$ cat config.mk
export PLATFORM = sky130hd
export DESIGN_NAME = irq_prio_ctrl_flat
export DESIGN_NICKNAME = d
export VERILOG_FILES = /design/src/rtl/irq_prio_ctrl_if.sv /design/src/rtl/irq_prio_ctrl.sv /design/src/flat_wrapper.sv
export SDC_FILE = /design/constraint.sdc
export NUM_CORES = 1
export LEC_CHECK = 0
export CAP_MARGIN = 5
export CORE_UTILIZATION = 55
export CTS_CLUSTER_DIAMETER = 120
export DETAILED_ROUTE_END_ITERATION = 8
export HOLD_SLACK_MARGIN = 0.15
export PLACE_DENSITY = 0.84
export SYNTH_ARGS = -nofsm -noshare
export SYNTH_HDL_FRONTEND = slang
export SYNTH_SLANG_ARGS = --single-unit
$ cat constraint.sdc
create_clock -name clk -period 40.9 [get_ports clk]
set_input_delay 12.27 -clock clk [delete_from_list [all_inputs] [get_ports clk]]
set_output_delay 12.27 -clock clk [all_outputs]
set_load 0.02 [all_outputs]
$ cat src/rtl/irq_prio_ctrl_if.sv
// Interrupt request / vector handshake bundle between the
// request side (sources, CPU) and the priority controller.
interface irq_prio_ctrl_if #(
    parameter int NUM_SRC = 16,
    parameter int PRIO_W  = 3,
    parameter int VEC_W   = 6
);
    logic                      nmi_req;
    logic [NUM_SRC-1:0]        src_req;
    logic [NUM_SRC-1:0]        src_edge;
    logic [NUM_SRC*PRIO_W-1:0] src_prio;
    logic [PRIO_W-1:0]         cur_level;
    logic                      i_bit;
    logic                      ack;
    logic                      intr_ev;
    logic [VEC_W-1:0]          vt_no;
    logic [PRIO_W-1:0]         int_prio;

    modport master (
        output nmi_req,
        output src_req,
        output src_edge,
        output src_prio,
        output cur_level,
        output i_bit,
        output ack,
        input  intr_ev,
        input  vt_no,
        input  int_prio
    );

    modport slave (
        input  nmi_req,
        input  src_req,
        input  src_edge,
        input  src_prio,
        input  cur_level,
        input  i_bit,
        input  ack,
        output intr_ev,
        output vt_no,
        output int_prio
    );
endinterface

$ cat src/rtl/irq_prio_ctrl.sv
// Registered interrupt priority controller: per-source pending
// latches, priority arbitration, NMI, and a vector/ack handshake.
module irq_prio_ctrl #(
    parameter int NUM_SRC  = 16,
    parameter int PRIO_W   = 3,
    parameter int VEC_W    = 6,
    parameter int VEC_BASE = 2
) (
    input  logic           clk,
    input  logic           rst_n,
    irq_prio_ctrl_if.slave bus
);
    localparam int IDX_W = $clog2(NUM_SRC);
    localparam logic [VEC_W-1:0] NMI_VEC = VEC_W'(1);

    typedef enum logic [1:0] {
        IDLE,
        ASSERT,
        GAP
    } state_t;

    state_t state;
    state_t state_nxt;

    logic [NUM_SRC-1:0] src_q;
    logic [NUM_SRC-1:0] pend;
    logic [NUM_SRC-1:0] pend_nxt;
    logic [NUM_SRC-1:0] src_set;
    logic [NUM_SRC-1:0] src_clr;
    logic [NUM_SRC-1:0] eligible;
    logic [PRIO_W-1:0]  prio [NUM_SRC];

    logic nmi_q;
    logic nmi_pend;
    logic nmi_pend_nxt;
    logic nmi_set;
    logic nmi_clr;

    logic             sel_nmi;
    logic             sel_nmi_nxt;
    logic [IDX_W-1:0] sel;
    logic [IDX_W-1:0] sel_nxt;

    logic             win_valid;
    logic [IDX_W-1:0] win_idx;
    logic [PRIO_W-1:0] win_prio;

    logic              intr_ev_q;
    logic              intr_ev_nxt;
    logic [VEC_W-1:0]  vt_no_q;
    logic [VEC_W-1:0]  vt_no_nxt;
    logic [PRIO_W-1:0] int_prio_q;
    logic [PRIO_W-1:0] int_prio_nxt;

    assign bus.intr_ev  = intr_ev_q;
    assign bus.vt_no    = vt_no_q;
    assign bus.int_prio = int_prio_q;

    always_comb begin
        for (int i = 0; i < NUM_SRC; i++) begin
            prio[i] = bus.src_prio[i*PRIO_W +: PRIO_W];
            eligible[i] = pend[i]
                        & ~bus.i_bit
                        & (prio[i] != '0)
                        & (prio[i] > bus.cur_level);
        end
    end

    // Strict '>' keeps the lowest index on a priority tie.
    always_comb begin
        win_valid = 1'b0;
        win_idx   = '0;
        win_prio  = '0;
        for (int i = 0; i < NUM_SRC; i++) begin
            if (eligible[i] && (!win_valid || prio[i] > win_prio)) begin
                win_valid = 1'b1;
                win_idx   = IDX_W'(i);
                win_prio  = prio[i];
            end
        end
    end

    always_comb begin
        state_nxt    = state;
        sel_nxt      = sel;
        sel_nmi_nxt  = sel_nmi;
        intr_ev_nxt  = intr_ev_q;
        vt_no_nxt    = vt_no_q;
        int_prio_nxt = int_prio_q;
        src_clr      = '0;
        nmi_clr      = 1'b0;
        unique case (state)
            IDLE: begin
                if (nmi_pend) begin
                    state_nxt    = ASSERT;
                    sel_nmi_nxt  = 1'b1;
                    intr_ev_nxt  = 1'b1;
                    vt_no_nxt    = NMI_VEC;
                    int_prio_nxt = '1;
                end else if (win_valid) begin
                    state_nxt    = ASSERT;
                    sel_nmi_nxt  = 1'b0;
                    sel_nxt      = win_idx;
                    intr_ev_nxt  = 1'b1;
                    vt_no_nxt    = VEC_W'(VEC_BASE + int'(win_idx));
                    int_prio_nxt = win_prio;
                end
            end
            ASSERT: begin
                if (bus.ack) begin
                    state_nxt    = GAP;
                    intr_ev_nxt  = 1'b0;
                    vt_no_nxt    = '0;
                    int_prio_nxt = '0;
                    if (sel_nmi) begin
                        nmi_clr = 1'b1;
                    end else if (bus.src_edge[sel]) begin
                        src_clr[sel] = 1'b1;
                    end
                end else if (!sel_nmi && nmi_pend) begin
                    sel_nmi_nxt  = 1'b1;
                    vt_no_nxt    = NMI_VEC;
                    int_prio_nxt = '1;
                end else if (!sel_nmi && !eligible[sel]) begin
                    state_nxt    = IDLE;
                    intr_ev_nxt  = 1'b0;
                    vt_no_nxt    = '0;
                    int_prio_nxt = '0;
                end
            end
            GAP: begin
                state_nxt = IDLE;
            end
            default: begin
                state_nxt = IDLE;
            end
        endcase
    end

    // A fresh edge on the ack cycle survives the clear (set wins).
    always_comb begin
        src_set  = bus.src_req & ~src_q;
        pend_nxt = (bus.src_edge & (src_set | (pend & ~src_clr)))
                 | (~bus.src_edge & bus.src_req);
        nmi_set  = bus.nmi_req & ~nmi_q;
        nmi_pend_nxt = nmi_set | (nmi_pend & ~nmi_clr);
    end

    always_ff @(posedge clk or negedge rst_n) begin
        if (!rst_n) begin
            src_q      <= '0;
            nmi_q      <= 1'b0;
            pend       <= '0;
            nmi_pend   <= 1'b0;
            state      <= IDLE;
            sel        <= '0;
            sel_nmi    <= 1'b0;
            intr_ev_q  <= 1'b0;
            vt_no_q    <= '0;
            int_prio_q <= '0;
        end else begin
            src_q      <= bus.src_req;
            nmi_q      <= bus.nmi_req;
            pend       <= pend_nxt;
            nmi_pend   <= nmi_pend_nxt;
            state      <= state_nxt;
            sel        <= sel_nxt;
            sel_nmi    <= sel_nmi_nxt;
            intr_ev_q  <= intr_ev_nxt;
            vt_no_q    <= vt_no_nxt;
            int_prio_q <= int_prio_nxt;
        end
    end
endmodule

$ cat src/flat_wrapper.sv
// flat-port wrapper written by rule: the top's interface ports become plain ports
module irq_prio_ctrl_flat 
#(
    parameter int NUM_SRC  = 16,
    parameter int PRIO_W   = 3,
    parameter int VEC_W    = 6,
    parameter int VEC_BASE = 2
)
  (clk, rst_n, bus_nmi_req, bus_src_req, bus_src_edge, bus_src_prio, bus_cur_level, bus_i_bit, bus_ack, bus_intr_ev, bus_vt_no, bus_int_prio);
  irq_prio_ctrl_if #(.NUM_SRC(NUM_SRC), .PRIO_W(PRIO_W), .VEC_W(VEC_W)) bus_i ();
  input  logic clk;
  input  logic rst_n;
  input wire logic [$bits(bus_i.nmi_req)-1:0] bus_nmi_req;
  input wire logic [$bits(bus_i.src_req)-1:0] bus_src_req;
  input wire logic [$bits(bus_i.src_edge)-1:0] bus_src_edge;
  input wire logic [$bits(bus_i.src_prio)-1:0] bus_src_prio;
  input wire logic [$bits(bus_i.cur_level)-1:0] bus_cur_level;
  input wire logic [$bits(bus_i.i_bit)-1:0] bus_i_bit;
  input wire logic [$bits(bus_i.ack)-1:0] bus_ack;
  output wire logic [$bits(bus_i.intr_ev)-1:0] bus_intr_ev;
  output wire logic [$bits(bus_i.vt_no)-1:0] bus_vt_no;
  output wire logic [$bits(bus_i.int_prio)-1:0] bus_int_prio;
  assign bus_i.nmi_req = bus_nmi_req;
  assign bus_i.src_req = bus_src_req;
  assign bus_i.src_edge = bus_src_edge;
  assign bus_i.src_prio = bus_src_prio;
  assign bus_i.cur_level = bus_cur_level;
  assign bus_i.i_bit = bus_i_bit;
  assign bus_i.ack = bus_ack;
  assign bus_intr_ev = bus_i.intr_ev;
  assign bus_vt_no = bus_i.vt_no;
  assign bus_int_prio = bus_i.int_prio;
  irq_prio_ctrl #(.NUM_SRC(NUM_SRC), .PRIO_W(PRIO_W), .VEC_W(VEC_W), .VEC_BASE(VEC_BASE)) u_core (.clk(clk), .rst_n(rst_n), .bus(bus_i));
endmodule
==> impl_metrics.env <==
export IMPL_worstSetupStartpointType="primary input"
export IMPL_syn_inst=677
export IMPL_worstMarginPinSlew_ns=1.06
export IMPL_hold_ws_ns=0.424
export IMPL_hold_path_end="u_core.nmi_pend$_DFF_PN0_"
export IMPL_root_buffer="clkbuf_8"
export IMPL_grt_pass1_wl_um=27600
export IMPL_critPathMaxFanout=16
export IMPL_clock_tree_htree_level_count=2
export IMPL_reg2reg_depth=121
export IMPL_grt_max_degree=51
export IMPL_peakVddDrop_mv=0.0478
export IMPL_vias=5800
export IMPL_cts_setup_buffers=0
export IMPL_clock_sinks=50
export IMPL_ys_warn_count=0
export IMPL_slew_viol_final=0
export IMPL_skew_ns=0.00510
export IMPL_ys_seq_area_share_pct=21.8
export IMPL_area_growth_pct=20.5
export IMPL_setup_violations=0
export IMPL_diodes=0
export IMPL_required_ns=41.07
export IMPL_synth_seq_cells=50
export IMPL_cts_buffers=5
export IMPL_viasPerCell=6.40
export IMPL_gp_congestion=0.939
export IMPL_leakage_nw=3.08
export IMPL_drive_gt1_share_pct=6.34
export IMPL_worstHoldPathType="reg2reg"
export IMPL_ys_async_sr_fraction_pct=100
export IMPL_path_class="in2reg"
export IMPL_grt_setup_unrepaired="no"
export IMPL_cts_resized=0
export IMPL_r2r_start="u_core.pend[0]$_DFF_PN0_"
export IMPL_die_x_um=104
export IMPL_min_delay_start="u_core.nmi_q$_DFF_PN0_"
export IMPL_core_area_um2=9950
export IMPL_totalWireLength_um=16800
export IMPL_drtIter0Drc=385
export IMPL_crit_slowest_cell="inv_1"
export IMPL_drv_cap=0
export IMPL_p_per_area_nw_per_um2=37.1
export IMPL_worstSkewPairLatency_ns=0.30
export IMPL_end_kind="flip-flop"
export IMPL_nets=948
export IMPL_min_period_ns=38.26
export IMPL_die_h_um=104
export IMPL_grt_pass1_vias=5716
export IMPL_dieArea_um2=10900
export IMPL_wl_per_cell_um=18.6
export IMPL_max_slew_margin_pct=29.0
export IMPL_synth_edf_count=0
export IMPL_r2r_slack_ns=15.79
export IMPL_drtAntennaViolNets=0
export IMPL_critical_path_arrival_ns=38.43
export IMPL_initial_core_util_pct=57.7
export IMPL_antenna_found_initial=0
export IMPL_cts_clk_slew_worst_paths_ns=0.08
export IMPL_status="completed"
export IMPL_period_share_pct=93.5
export IMPL_synth_area_um2=5740
export IMPL_drc=0
export IMPL_setup_tns_ns=0
export IMPL_grt_use_total_pct=31.5
export IMPL_hold_violations=0
export IMPL_cts_hold_buffers=0
export IMPL_synth_ff_type="dfrtp_1"
export IMPL_ios=98
export IMPL_max_freq_mhz=26.1
export IMPL_gr_total_overflow=0
export IMPL_avgSynthCellArea_um2=8.48
export IMPL_firstDrtPassIters=5
export IMPL_r2r_end="u_core.bus.vt_no[3]$_DFFE_PN0P_"
export IMPL_hpwl_um=13400
export IMPL_rows=36
export IMPL_portBuffers=96
export IMPL_yosys_cell_types_count=82
export IMPL_tritoncts="built"
export IMPL_slowest_delay_ns=0.65
export IMPL_whs_path_depth=1
export IMPL_nFillCells=809
export IMPL_clockBufferDepth=2
export IMPL_synth_fp_nets=853
==> worst max-delay path, delay by kind of cell <==
family	cells	cell delay (ns)
AOI/OAI and AO/OA	63	11.83
adders and majority gates	19	5.68
buffers and inverters	8	1.69
muxes	4	1.27
and+or+nand+nor	31	5.64
==> cells in the final DEF (no fill, tap or decap), types with 16 or more instances in the layout <==
cell type        count
a32o_1              16
nand3_1             21
inv_1               60
dfrtp_1             50
ha_1                88
o21ai_0             36
nor2b_1             23
a21oi_1             45
clkdlybuf4s50_1     95
nor2_1              32
nand2_1             74
==> stage by stage <==
stage	util (%)	setup slack, ns	instance area, µm²	instances	total power [W]
floorplan	-	6.90	5740	677	0.000175
global placement	68.6	4.06	6830	898	0.000218
detailed placement	68.6	2.87	6830	898	0.000224
CTS	69.5	3.13	6920	906	0.000255
global route	69.5	0.644	6920	906	0.000277
finish	69.5	2.64	6920	906	0.000257
==> synthesized netlist by cell type (4+ instances only) <==
library cell	n	share of area [%]
a211oi_1	7	0.92
a21o_1	11	1.4
a21oi_1	45	3.9
a311oi_1	6	0.92
a31oi_1	5	0.54
a32o_1	16	2.8
a32oi_1	4	0.61
and2_1	12	1.3
and3_1	7	0.76
clkbuf_1	5	0.33
dfrtp_1	50	22
ha_1	88	19
inv_1	60	3.9
mux2_2	6	1.2
mux2i_1	10	1.7
mux4_2	8	3.1
nand2_1	74	4.8
nand2b_1	9	0.98
nand3_1	21	1.8
nand3b_1	4	0.52
nand4_1	6	0.65
nor2_1	32	2.1
nor2b_1	23	2.5
nor3_1	15	1.3
nor4_1	7	0.76
o21a_1	11	1.4
o21ai_0	36	3.1
o21ai_1	10	0.87
o311ai_0	4	0.61
o31ai_1	4	0.52
or3_1	7	0.76
==> how the worst max path moves through the flow <==
stage | start | end | slack (ns)
final | bus_cur_level[2] | u_core.bus.vt_no[3]$_DFFE_PN0P_ | 2.64
after global routing | bus_cur_level[2] | u_core.bus.vt_no[3]$_DFFE_PN0P_ | 0.64
after CTS | bus_cur_level[2] | u_core.bus.vt_no[3]$_DFFE_PN0P_ | 3.13
after detailed placement | bus_cur_level[2] | u_core.bus.vt_no[3]$_DFFE_PN0P_ | 2.87
after global placement | bus_cur_level[2] | u_core.bus.vt_no[3]$_DFFE_PN0P_ | 4.06
after floorplan | bus_cur_level[2] | u_core.bus.vt_no[3]$_DFFE_PN0P_ | 6.90
==> kinds of logic (layout without fill, tap and decap cells) <==
family / after synthesis / after routing / share of synthesized area (%)
other: 1 / 1 / 0.0653
AOI/OAI and AO/OA: 208 / 208 / 26.4
DFF: 50 / 50 / 21.8
adders and majority gates: 90 / 90 / 19.5
buffers and inverters: 70 / 166 / 4.75
and+or+nand+nor: 232 / 232 / 20.9
muxes: 26 / 26 / 6.52
==> per-layer routing <==
layer / vias to the layer above / share of wire (%) / global-route usage [%]
met4: 0 / 4.2 / 15.1
li1: 2748 / - / -
met5: - / 0 / 0
met1: 2731 / 43 / 41.0
met3: 56 / 6.7 / 3.26
met2: 265 / 46 / 52.5
==> report_power, final <==
group	switching, W	internal (W)
sequential	0.0000137	0.0000591
combinational	0.0000857	0.0000695
clock	0.0000150	0.0000137
==> registers in the layout, summed over array words and instances, names as in the netlist <==
name and cells:
u_core.bus.int_prio 3, u_core.bus.intr_ev 1, u_core.bus.vt_no 5, u_core.nmi_pend 1, u_core.nmi_q 1, u_core.pend 16
u_core.sel 4, u_core.sel_nmi 1, u_core.src_q 16, u_core.state 2
==> area by class of cell <==
type,count,area [µm²],area share [%]
clock buffer,7,86.3,1.25
tap,133,166,2.41
sequential,50,1250,18.1
clock inverter,1,5.00,0.0723
inverter,61,229,3.31
timing repair buffer,97,963,13.9
multi-input combinational,557,4220,61.0
No activity file was read; power rests on OpenSTA's default activity.
